File: src/rtl/seq_gen.sv
// seq_gen: candidate-sequence generator for the LABS energy search.
// Enumerates a contiguous range of N-bit sequences starting at i_base and
// streams each one, together with its mask and offset, over a valid/ready
// handshake into the downstream energy-calculation stage.
//
// Optional feature macro: SEQ_GEN_SYM_SKIP_EN
//   defined   : complement symmetry is exploited, the index runs modulo
//               2^(N-1) so bit N-1 of o_seq is always 0.
//   undefined : the index runs modulo 2^N (full space).
module seq_gen #(
  parameter int SEQ_WIDTH = 30,
  parameter int CNT_WIDTH = 32
) (
  input  logic                 clk,
  input  logic                 rst,
  input  logic                 i_start,
  input  logic                 i_abort,
  input  logic [6:0]           i_len,
  input  logic [SEQ_WIDTH-1:0] i_base,
  input  logic [CNT_WIDTH-1:0] i_count,
  input  logic                 i_ready,
  output logic [SEQ_WIDTH-1:0] o_seq,
  output logic [SEQ_WIDTH-1:0] o_mask,
  output logic [6:0]           o_offset,
  output logic                 o_valid,
  output logic                 o_busy,
  output logic                 o_done,
  output logic                 o_err,
  output logic [CNT_WIDTH-1:0] o_issued
);

  localparam logic [6:0]           SEQ_W7   = 7'(SEQ_WIDTH);
  localparam logic [SEQ_WIDTH-1:0] ALL_ONES = {SEQ_WIDTH{1'b1}};
  localparam logic [SEQ_WIDTH-1:0] ONE_W    = {{(SEQ_WIDTH-1){1'b0}}, 1'b1};
  localparam logic [CNT_WIDTH-1:0] ONE_C    = {{(CNT_WIDTH-1){1'b0}}, 1'b1};
  localparam logic [CNT_WIDTH-1:0] ZERO_C   = {CNT_WIDTH{1'b0}};

  typedef enum logic [1:0] {
    ST_IDLE = 2'd0,
    ST_RUN  = 2'd1,
    ST_DONE = 2'd2
  } state_t;

  // (1<<len)-1 for a legal length; len == SEQ_WIDTH gives all ones.
  function automatic logic [SEQ_WIDTH-1:0] len_mask(input logic [6:0] len);
    return ALL_ONES >> (SEQ_W7 - len);
  endfunction

  // Mask applied to the running index: 2^M-1 where M is N or N-1.
  // With symmetry skipping and N=1 the shift equals SEQ_WIDTH, giving 0.
  function automatic logic [SEQ_WIDTH-1:0] index_mask(input logic [6:0] len);
`ifdef SEQ_GEN_SYM_SKIP_EN
    return ALL_ONES >> (SEQ_W7 - len + 7'd1);
`else
    return len_mask(len);
`endif
  endfunction

  // A length is usable only in 1..SEQ_WIDTH.
  function automatic logic len_legal(input logic [6:0] len);
    return (len != 7'd0) && (len <= SEQ_W7);
  endfunction

  state_t                 state_r;
  logic [SEQ_WIDTH-1:0]   idx_mask_r;
  logic [CNT_WIDTH-1:0]   remaining_r;

  logic                   start_legal_s;
  logic [SEQ_WIDTH-1:0]   start_mask_s;
  logic [SEQ_WIDTH-1:0]   start_idx_mask_s;
  logic [6:0]             start_offset_s;
  logic [SEQ_WIDTH-1:0]   next_idx_s;
  logic                   handshake_s;
  logic                   last_word_s;

  // Next-value helpers for the start decode and the running index.
  always_comb begin
    start_legal_s    = len_legal(i_len);
    start_mask_s     = len_mask(i_len);
    start_idx_mask_s = index_mask(i_len);
    start_offset_s   = SEQ_W7 - i_len;
    next_idx_s       = (o_seq + ONE_W) & idx_mask_r;
    handshake_s      = o_valid & i_ready;
    last_word_s      = (remaining_r == ONE_C);
  end

  // Control FSM; every output is a register updated here.
  always_ff @(posedge clk or negedge rst) begin
    if (!rst) begin
      state_r     <= ST_IDLE;
      idx_mask_r  <= {SEQ_WIDTH{1'b0}};
      remaining_r <= ZERO_C;
      o_seq       <= {SEQ_WIDTH{1'b0}};
      o_mask      <= {SEQ_WIDTH{1'b0}};
      o_offset    <= 7'd0;
      o_valid     <= 1'b0;
      o_busy      <= 1'b0;
      o_done      <= 1'b0;
      o_err       <= 1'b0;
      o_issued    <= ZERO_C;
    end else begin
      // single-cycle pulses fall back to 0 unless re-asserted below
      o_done <= 1'b0;
      o_err  <= 1'b0;
      if (i_abort) begin
        // abort wins over start and handshake; o_issued is kept
        state_r <= ST_IDLE;
        o_valid <= 1'b0;
        o_busy  <= 1'b0;
      end else begin
        case (state_r)
          ST_IDLE: begin
            if (i_start) begin
              if (start_legal_s) begin
                o_mask      <= start_mask_s;
                o_offset    <= start_offset_s;
                idx_mask_r  <= start_idx_mask_s;
                o_seq       <= i_base & start_idx_mask_s;
                remaining_r <= i_count;
                o_issued    <= ZERO_C;
                if (i_count == ZERO_C) begin
                  state_r <= ST_DONE;
                  o_done  <= 1'b1;
                end else begin
                  state_r <= ST_RUN;
                  o_valid <= 1'b1;
                  o_busy  <= 1'b1;
                end
              end else begin
                o_err <= 1'b1;
              end
            end else begin
              state_r <= ST_IDLE;
            end
          end
          ST_RUN: begin
            if (handshake_s) begin
              o_seq       <= next_idx_s;
              remaining_r <= remaining_r - ONE_C;
              o_issued    <= o_issued + ONE_C;
              if (last_word_s) begin
                state_r <= ST_DONE;
                o_valid <= 1'b0;
                o_busy  <= 1'b0;
                o_done  <= 1'b1;
              end else begin
                state_r <= ST_RUN;
              end
            end else begin
              state_r <= ST_RUN;
            end
          end
          ST_DONE: begin
            state_r <= ST_IDLE;
          end
          default: begin
            state_r <= ST_IDLE;
            o_valid <= 1'b0;
            o_busy  <= 1'b0;
          end
        endcase
      end
    end
  end

endmodule

File: config.mk
export PLATFORM = sky130hd
export DESIGN_NAME = seq_gen
export DESIGN_NICKNAME = d
export VERILOG_FILES = /design/src/rtl/seq_gen.sv
export SDC_FILE = /design/constraint.sdc
export NUM_CORES = 1
export LEC_CHECK = 0
export CAP_MARGIN = 5
export CELL_PAD_IN_SITES_DETAIL_PLACEMENT = 1
export CELL_PAD_IN_SITES_GLOBAL_PLACEMENT = 1
export CORE_MARGIN = 10
export CORE_UTILIZATION = 39
export DETAILED_ROUTE_END_ITERATION = 10
export PLACE_DENSITY = 0.82
export SYNTH_ARGS = -nofsm -noshare
export SYNTH_HDL_FRONTEND = slang
export SYNTH_SLANG_ARGS = --single-unit
File: constraint.sdc
create_clock -name clk -period 2.7 [get_ports clk]
set_input_delay 0.405 -clock clk [delete_from_list [all_inputs] [get_ports clk]]
set_output_delay 0.405 -clock clk [all_outputs]
set_load 0.005 [all_outputs]
==> results.py, run 1 <==
metrics = {
    "drt": {
        "avgViaCountPerCell": 6.332,
        "drc_errors": 0,
        "dr.first_iter.drc_count": 802,
        "detail-route-antenna-nets": 0,
        "vias": 9580,
        "wl_per_cell_um": 23.95,
        "dr.pass1.iters": 5,
        "finalWirelength_um": 36240,
    },
    "yosys": {
        "synth_area_per_cell_sq_um": 8.466,
        "syn-cell-area_sq_um": 8508,
        "synth-async-reset-ratio": 1.000,
        "synth.yosys.seq_area_share": 0.4000,
        "synth.lib_cells_used.distinct": 73,
        "ys_seq_elements": 136,
        "synth-main-ff-cell": "dfrtp_1",
        "synth_fp_nets": 1086,
        "ys.warnings.count": 0,
        "synth-edff-count": 0,
        "cells_after_synthesis": 1005,
    },
    "place": {
        "dp_hpwl_um": 26200,
        "globalplace.congestion": 0.8851,
        "io_buffer_count": 176,
        "dp_worst_setup_slack_ns": -0.2592,
    },
    "cells_and_area": {
        "drive_gt1_frac": 0.1252,
        "final_nets": 1307,
        "layout.cells.most_common_list": "clkdlybuf4s50_1 (175), dfrtp_1 (136), nand2_1 (133)",
        "num_antenna_cells": 0,
        "final_core_util": 0.5610,
        "syn_to_final_growth_pct": 39.93,
        "final_common_cell": "clkdlybuf4s50_1",
    },
    "floorplan": {
        "io-pin-count": 177,
        "initial_core_util": 0.4009,
        "floorplan.die_area_sq_um": 28120,
        "core.rowCount": 53,
        "die_width_um": 167.7,
        "die_height_um": 167.7,
        "core_area_sq_um": 21220,
    },
    "timing": {
        "timing_max_transition_violations_final": 0,
        "setup_tns_ns": 0,
        "final_layout_worst_hold_slack_ns": 0.4928,
        "final.min_clock_period_ns": 2.579,
        "layout_setup_ws_ns": 0.1211,
        "unrepaired_setup_endpoints_after_global_routing": "false",
        "slew_headroom": 0.5363,
        "skew_ns": 0.01196,
        "final_setup_violation_count": 0,
        "finalHoldViolations": 0,
        "fmaxAchievable_mhz": 387.8,
        "final.period_utilization": 0.9551,
        "worst-slew-pin-transition_ns": 0.6930,
    },
    "cts": {
        "tritoncts": "built",
        "post-cts-setup-buffer-count": 0,
        "cts_made_buffers": 17,
        "cts.sinks": 136,
        "cts_root_buffer": "clkbuf_16",
        "worst_skew_pair.late_latency_ns": 0.43,
        "cts_hold_buffers": 1,
        "cts_max_path_buffers": 2,
        "clk_pin_slew_ns": 0.06,
        "cts.htree.levels": 4,
        "post_cts_resize_count": 0,
    },
    "global_routing": {
        "antenna_found_initial": 0,
        "grt_start_max_net_pins": 62,
        "grt_overflow_total": 0,
        "number_of_global_route_vias_before_repair": 9981,
        "grt_pass1_wl_um": 57720,
        "grt.total_usage": 0.2524,
    },
    "critical_path": {
        "arrival_ns": 2.89,
        "worst-path-max-fanout": 11,
        "endpoint_kind": "flip-flop",
        "rr_worst_depth": 5,
        "setup.worst_path.start_class": "flip-flop",
        "critPathKind": "reg2reg",
        "critPathRequiredTime_ns": 3.01,
    },
    "pwr": {
        "power_density_nw_per_um2": 569.8,
        "vdd_ir_drop_max_uv": 387.9,
        "design_power_total_mw": 6.784,
        "power_leakage_nw": 4.760,
    },
    "hold_path": {
        "worst_hold_path.num_cells": 2,
        "min_path_type": "reg2reg",
    },
    "outcome": {
        "outcome": "complete, no violations",
    },
    "run": {
        "cap_violations": 0,
    },
}
## critical path: stages, from the launching register on
cell,delay (ns)
dfrtp_1,0.46
or4_1,0.63
or4_4,0.65
nand2b_1,0.26
o32ai_1,0.35
a21oi_1,0.11
## power breakdown
part	switching (mW)	internal, mW
Combinational	0.749	0.771
Clock	0.918	1.63
Sequential	0.393	2.32
## final cells by class
class | count | area, sq um
Clock buffer | 23 | 488.0
Clock inverter | 8 | 142.6
Fill cell | 2498 | 9315
Inverter | 26 | 97.59
Multi-Input combinational cell | 767 | 4736
Sequential cell | 136 | 3403
Tap cell | 275 | 344.1
Timing Repair Buffer | 278 | 2694
## per-layer routing
| metal | vias up | share of wire | global-route usage |
|---|---|---|---|
| li1 | 4260 | - | - |
| met1 | 4829 | 0.41 | 0.3226 |
| met2 | 419 | 0.48 | 0.4065 |
| met3 | 72 | 0.079 | 0.06156 |
| met4 | 0 | 0.026 | 0.08819 |
| met5 | - | 0 | 0 |
## synth_stat cells, types with 4 or more instances
master     number  area (sq um)
dfrtp_1       136          3403
nand2_1       133         499.2
clkbuf_1       55         206.5
nor2_1         55         206.5
o21ai_0        53         265.3
nand3_1        52         260.3
nor4_1         46         287.8
a31oi_1        40         250.2
a21oi_1        38         190.2
nand4_1        36         225.2
nand2b_1       33         206.5
mux2i_1        32         320.3
inv_1          26         97.59
o211ai_1       25         187.7
nor3_1         23         115.1
o31ai_1        22         165.2
buf_2          16         80.08
and4_1         10         87.58
or3_1          10         62.56
a211oi_1        9         67.56
and3_1          9         56.30
or4_1           8         60.06
a22o_1          7         61.31
ha_1            7         87.58
nor4b_1         7         61.31
o22ai_1         7         43.79
xnor2_1         7         61.31
a21o_1          5         37.54
a41oi_1         5         43.79
nor2b_1         5         31.28
nor3b_1         5         37.54
o22a_1          5         43.79
and2_1          4         25.02
nand3b_1        4         30.03
o2111ai_1       4         35.03
o211a_1         4         40.04
## flip-flops by register name (all words and copies together), names as in the netlist
name / cells
remaining_r: 32
o_issued: 32
o_done: 1
state_r: 2
o_seq: 30
o_offset: 7
o_err: 1
idx_mask_r: 30
o_busy: 1
## metrics by stage
step                      area, sq um  instances
final                           11910       1513
after global routing            11910       1513
after CTS                       11910       1513
after detailed placement        11260       1481
after global placement          11260       1481
after floorplan                  8508       1005
## final timing paths
kind | from | endpoint | slack, ns
hold / removal | o_offset[3]$_DFFE_PN0P_ | o_offset[3]$_DFFE_PN0P_ | 0.49
setup reg to reg | remaining_r[12]$_DFFE_PN0P_ | remaining_r[25]$_DFFE_PN0P_ | 0.12
setup / recovery | remaining_r[12]$_DFFE_PN0P_ | remaining_r[25]$_DFFE_PN0P_ | 0.12
hold reg to reg | o_offset[3]$_DFFE_PN0P_ | o_offset[3]$_DFFE_PN0P_ | 0.49
max in group asynchronous | rst | o_seq[11]$_DFFE_PN0P_ | 1.40
min in group asynchronous | rst | remaining_r[8]$_DFFE_PN0P_ | 0.53
## cells by family (layout without fill, tap and decap cells)
kind of cell / count (synthesis) / count (layout) / synth area share
xor+xnor: 9 / 9 / 0.009265
flops: 136 / 136 / 0.4000
simple gates: 455 / 455 / 0.2829
mux: 33 / 33 / 0.03897
fa+ha+maj: 7 / 7 / 0.01029
compound gates: 263 / 263 / 0.2099
buf+inv: 102 / 335 / 0.04868
(Power assumes the default switching activity.)
==> run 2, diff against run 1 <==
--- a/config.mk
+++ b/config.mk
@@ -11,6 +11,7 @@
 export CORE_MARGIN = 10
 export CORE_UTILIZATION = 39
 export DETAILED_ROUTE_END_ITERATION = 10
+export MAX_ROUTING_LAYER = met4
 export PLACE_DENSITY = 0.82
 export SYNTH_ARGS = -nofsm -noshare
 export SYNTH_HDL_FRONTEND = slang
==> run 2 against run 1 <==
Net effect: register-to-register slack about the same; utilization unchanged; critical path depth unchanged; via count increased by 0.59%; cell count unchanged; clock-buffer cell count unchanged; routed wire length about the same; combinational power about the same; largest power group unchanged; highest routed layer unchanged.
==> results.py, run 2 (synthesis gave the netlist of run 1 again) <==
metrics = {
    "timing": {
        "worst-slew-pin-transition_ns": 0.6650,
        "final.period_utilization": 0.9542,
        "finalHoldViolations": 0,
        "timing_max_transition_violations_final": 0,
        "skew_ns": 0.01285,
        "setup_tns_ns": 0,
        "fmaxAchievable_mhz": 388.2,
        "layout_setup_ws_ns": 0.1237,
        "unrepaired_setup_endpoints_after_global_routing": "false",
        "final_setup_violation_count": 0,
        "slew_headroom": 0.5550,
        "final.min_clock_period_ns": 2.576,
    },
    "global_routing": {
        "met3_usage": 0.05337,
        "global_route.usage.met2": 0.4062,
        "grt_pass1_wl_um": 57670,
        "number_of_global_route_vias_before_repair": 9987,
        "grt_overflow_total": 0,
        "grt.total_usage": 0.2594,
        "use_met1": 0.3279,
        "globalRoute.busiestLayer": "met2",
        "grt_start_max_net_pins": 62,
        "antenna_found_initial": 0,
    },
    "cts": {
        "post_cts_resize_count": 0,
        "worst_skew_pair.late_latency_ns": 0.44,
        "cts.htree.levels": 4,
        "cts.sinks": 136,
        "cts_max_path_buffers": 2,
        "tritoncts": "built",
        "post-cts-setup-buffer-count": 0,
        "cts_root_buffer": "clkbuf_16",
        "clk_pin_slew_ns": 0.06,
        "cts_made_buffers": 17,
        "cts_hold_buffers": 1,
    },
    "pwr": {
        "power_density_nw_per_um2": 570.6,
        "design_power_total_mw": 6.793,
        "vdd_ir_drop_max_uv": 391.5,
        "power_leakage_nw": 4.760,
    },
    "floorplan": {
        "core.rowCount": 53,
        "die_width_um": 167.7,
        "die_height_um": 167.7,
        "io-pin-count": 177,
        "initial_core_util": 0.4009,
        "core_area_sq_um": 21220,
        "floorplan.die_area_sq_um": 28120,
    },
    "drt": {
        "avgViaCountPerCell": 6.369,
        "finalWirelength_um": 36270,
        "drc_errors": 0,
        "dr.pass1.iters": 7,
        "dr.first_iter.drc_count": 791,
        "vias": 9637,
        "detail-route-antenna-nets": 0,
        "wl_per_cell_um": 23.97,
    },
    "critical_path": {
        "arrival_ns": 2.88,
        "worst-path-max-fanout": 11,
        "critPathKind": "reg2reg",
        "critPathRequiredTime_ns": 3.01,
        "setup.worst_path.start_class": "flip-flop",
        "endpoint_kind": "flip-flop",
        "rr_worst_depth": 5,
    },
    "place": {
        "dp_worst_setup_slack_ns": -0.2592,
        "dp_hpwl_um": 26200,
        "io_buffer_count": 176,
        "globalplace.congestion": 0.8999,
    },
    "cells_and_area": {
        "final_common_cell": "clkdlybuf4s50_1",
        "fillers": 2498,
        "num_antenna_cells": 0,
        "final_nets": 1307,
        "layout.cells.most_common_list": "clkdlybuf4s50_1 (175), dfrtp_1 (136), nand2_1 (133)",
        "drive_gt1_frac": 0.1252,
        "syn_to_final_growth_pct": 39.93,
        "biggest_regs": "o_issued (32), remaining_r (32)",
    },
    "hold_path": {
        "min_path_type": "reg2reg",
        "worst_hold_path.num_cells": 2,
    },
    "outcome": {
        "outcome": "complete, no violations",
    },
    "run": {
        "cap_violations": 0,
    },
}
==> run 2: cell counts in the layout (fill, tap and decap cells not counted) <==
Identical to the previous run, type by type.
==> run 2: area by class of cell <==
type,instances,area (sq um),area share
multi-input combinational,767,4736,0.3978
sequential,136,3403,0.2859
timing repair buffer,278,2694,0.2263
clock buffer,23,488.0,0.04099
tap,275,344.1,0.02890
clock inverter,8,142.6,0.01198
inverter,26,97.59,0.008198
==> run 2: routing by layer <==
metal  wire (um)  vias up
met1       15410     4883
met5           0        -
li1            -     4262
met3        2503       66
met4         936        0
met2       17410      426
==> run 2: per-stage QoR <==
step,instances,hold slack (ns),cell area (sq um),util
final,1513,0.4924,11910,0.5610
after global routing,1513,0.5255,11910,0.5610
after CTS,1513,0.5033,11910,0.5610
after detailed placement,1481,0.4474,11260,0.5308
after global placement,1481,0.4539,11260,0.5308
after floorplan,1005,0.1094,8508,-
==> run 2: critical path, stage by stage (launching register included) <==
cell and delay (ns):
dfrtp_1 0.45, or4_1 0.62, or4_4 0.65, nand2b_1 0.26
o32ai_1 0.35, a21oi_1 0.11
==> run 2: power breakdown <==
part	internal, mW	switching, mW	total, mW
Clock	1.63	0.923	2.56
Combinational	0.771	0.750	1.52
Sequential	2.32	0.397	2.71
==> run 2: final timing paths <==
path | end | startpoint | slack, ns
max in group asynchronous | o_seq[11]$_DFFE_PN0P_ | rst | 1.43
setup reg to reg | remaining_r[25]$_DFFE_PN0P_ | remaining_r[12]$_DFFE_PN0P_ | 0.12
setup / recovery | remaining_r[25]$_DFFE_PN0P_ | remaining_r[12]$_DFFE_PN0P_ | 0.12
hold / removal | o_offset[3]$_DFFE_PN0P_ | o_offset[3]$_DFFE_PN0P_ | 0.49
min in group asynchronous | remaining_r[8]$_DFFE_PN0P_ | rst | 0.54
hold reg to reg | o_offset[3]$_DFFE_PN0P_ | o_offset[3]$_DFFE_PN0P_ | 0.49
==> run 3, diff against run 2 <==
--- a/config.mk
+++ b/config.mk
@@ -9,10 +9,10 @@
 export CELL_PAD_IN_SITES_DETAIL_PLACEMENT = 1
 export CELL_PAD_IN_SITES_GLOBAL_PLACEMENT = 1
 export CORE_MARGIN = 10
-export CORE_UTILIZATION = 39
+export CORE_UTILIZATION = 35
 export DETAILED_ROUTE_END_ITERATION = 10
 export MAX_ROUTING_LAYER = met4
-export PLACE_DENSITY = 0.82
+export PLACE_DENSITY = 0.77
 export SYNTH_ARGS = -nofsm -noshare
 export SYNTH_HDL_FRONTEND = slang
 export SYNTH_SLANG_ARGS = --single-unit
==> constraint.sdc (replaced) <==
create_clock -name clk -period 2.12 [get_ports clk]
set_input_delay 0.318 -clock clk [delete_from_list [all_inputs] [get_ports clk]]
set_output_delay 0.318 -clock clk [all_outputs]
set_load 0.005 [all_outputs]
==> run 3 against run 2 <==
Net effect: the run now ends with setup timing left; fmax grew 11%; final area grew 9.8%; worst setup slack lost 0.33 ns; clock skew shrank 0.0023 ns; non-clock buffer count grew 101; flip-flop and latch count is the same; via count grew 4.5%; worst hold slack lost 0.077 ns; register-to-register slack lost 0.33 ns; combinational power grew 62%; critical path type unchanged.
==> results.py, run 3 (synthesis gave the netlist of run 1 again) <==
metrics = {
    "global_routing": {
        "number_of_global_route_vias_before_repair": 10730,
        "grt.total_usage": 0.2525,
        "grt_pass1_wl_um": 60640,
        "grt_start_max_net_pins": 58,
        "antenna_found_initial": 2,
        "grt_overflow_total": 0,
    },
    "floorplan": {
        "core.rowCount": 56,
        "initial_core_util": 0.3593,
        "io-pin-count": 177,
        "die_width_um": 175.9,
        "floorplan.die_area_sq_um": 30950,
        "core_area_sq_um": 23680,
        "die_height_um": 175.9,
    },
    "drt": {
        "vias": 10070,
        "finalWirelength_um": 38980,
        "detail-route-antenna-nets": 0,
        "dr.pass1.iters": 5,
        "avgViaCountPerCell": 6.057,
        "wl_per_cell_um": 23.45,
        "drc_errors": 0,
        "dr.first_iter.drc_count": 1004,
    },
    "cts": {
        "clk_pin_slew_ns": 0.06,
        "cts.htree.levels": 4,
        "cts_root_buffer": "clkbuf_16",
        "tritoncts": "built",
        "cts_max_path_buffers": 2,
        "cts_made_buffers": 17,
        "cts.sinks": 136,
        "worst_skew_pair.late_latency_ns": 0.44,
    },
    "critical_path": {
        "timing.critical_path.cells": "or4_4 -> or4_4 -> o41ai_2 -> a31oi_1 -> a21oi_1",
        "endpoint_kind": "flip-flop",
        "rr_worst_depth": 5,
        "critPathMostFrequentCell": "or4_4",
        "rrSetupSlack_ns": -0.21,
        "worst_path_dominant_cell_family": "simple AND/OR/NAND/NOR gates",
        "peak_per_stage_delay_on_the_critical_path_ns": 0.60,
        "critPathKind": "reg2reg",
        "worst-path-max-fanout": 6,
        "timing.rr.end": "remaining_r[29]$_DFFE_PN0P_",
        "critPathBufInv": 0,
        "setup.worst_path.start_class": "flip-flop",
        "worstReg2RegStart": "remaining_r[17]$_DFFE_PN0P_",
        "cpMaxStageDelayCell": "or4_4",
        "arrival_ns": 2.69,
        "critPathRequiredTime_ns": 2.48,
    },
    "pwr": {
        "internal-power_mw": 5.796,
        "seq_power_share": 0.389,
        "power.clock.fraction": 0.327,
        "power_leakage_nw": 5.323,
        "vdd_ir_drop_max_uv": 427.1,
        "switching_share": 0.3300,
        "power_density_nw_per_um2": 661.6,
        "power_dissipated_by_switching_net_loads_mw": 2.855,
        "comb_power_share": 0.284,
    },
    "timing": {
        "slew_headroom": 0.5353,
        "layout_setup_ws_ns": -0.2072,
        "finalHoldViolations": 0,
        "fmaxAchievable_mhz": 429.7,
        "unrepaired_setup_endpoints_after_global_routing": "true",
        "timing_max_transition_violations_final": 0,
        "setup_tns_ns": -1.285,
        "worst-slew-pin-transition_ns": 0.6964,
        "final.min_clock_period_ns": 2.327,
        "final.period_utilization": 1.098,
        "final_setup_violation_count": 13,
        "skew_ns": 0.01059,
    },
    "run": {
        "cap_violations": 0,
    },
    "outcome": {
        "violations": "setup timing",
        "outcome": "finished with violations",
    },
    "place": {
        "dp_worst_setup_slack_ns": -0.7568,
        "post-place-cells": 1618,
        "globalplace.congestion": 0.9451,
        "io_buffer_count": 176,
        "dp_hpwl_um": 28000,
    },
    "cells_and_area": {
        "syn_to_final_growth_pct": 53.68,
        "layout.cells.most_common_list": "buf_4 (182), clkdlybuf4s50_1 (170), dfrtp_1 (136)",
        "stdcell_count": 1662,
        "biggest_regs": "o_issued (32), remaining_r (32)",
        "final_common_cell": "buf_4",
        "final_nets": 1409,
        "drive_gt1_frac": 0.2327,
    },
    "hold_path": {
        "min_path_type": "in2async",
    },
}
## run 3: layout make-up
cell class	count	area, sq um
clock buffer	22	474.2
sequential	136	3403
inverter	26	97.59
multi-input combinational	768	5112
clock inverter	10	71.32
antenna	2	5.005
fill	2813	10610
tap	319	399.1
timing repair buffer	379	3512
## run 3: how the worst max path moves through the flow
stage / from / to / slack (ns) / cells past startpoint
floorplan: remaining_r[13]$_DFFE_PN0P_ / remaining_r[31]$_DFFE_PN0P_ / -0.15 / 7
global placement: i_len[0] / o_seq[7]$_DFFE_PN0P_ / -0.61 / 10
detailed placement: i_len[0] / o_issued[19]$_DFFE_PN0P_ / -0.76 / 10
CTS: remaining_r[12]$_DFFE_PN0P_ / remaining_r[30]$_DFFE_PN0P_ / -0.13 / 5
global route: remaining_r[17]$_DFFE_PN0P_ / remaining_r[29]$_DFFE_PN0P_ / -0.22 / 5
finish: remaining_r[17]$_DFFE_PN0P_ / remaining_r[29]$_DFFE_PN0P_ / -0.21 / 5
## run 3: stage by stage
stage	cell area [sq um]	power (mW)	hold WS (ns)	utilization
floorplan	8646	4.154	0.02241	-
global placement	12070	5.578	0.3135	0.5096
detailed placement	12070	5.663	0.3136	0.5096
CTS	12920	8.586	0.4280	0.5458
global route	13080	9.014	0.4617	0.5521
finish	13080	8.651	0.4154	0.5521
## run 3: metal layers
metal	share of wire	vias to the layer above	GRT usage
met1	0.42	5106	0.3054
met4	0.028	0	0.09714
met3	0.063	68	0.04825
met2	0.49	435	0.4095
met5	0	-	-
li1	-	4457	-
## run 3: timing repair
action                                 in CTS  in global routing
setup endpoints to repair                 102                 48
hold buffers                                1                  0
gates cloned                                3                  0
endpoints found under the hold margin      46                  0
pin swaps                                   9                  6
buffers inserted                            5                  1
resized for setup                          41                 34
## run 3: power groups by stage
stage / Clock [mW] / Combinational, mW / Sequential (mW)
floorplan: 0 / 0.827 / 3.33
detailed placement: 0 / 2.30 / 3.36
CTS: 2.86 / 2.40 / 3.33
global placement: 0 / 2.23 / 3.34
finish: 2.83 / 2.46 / 3.36
global route: 2.96 / 2.64 / 3.41
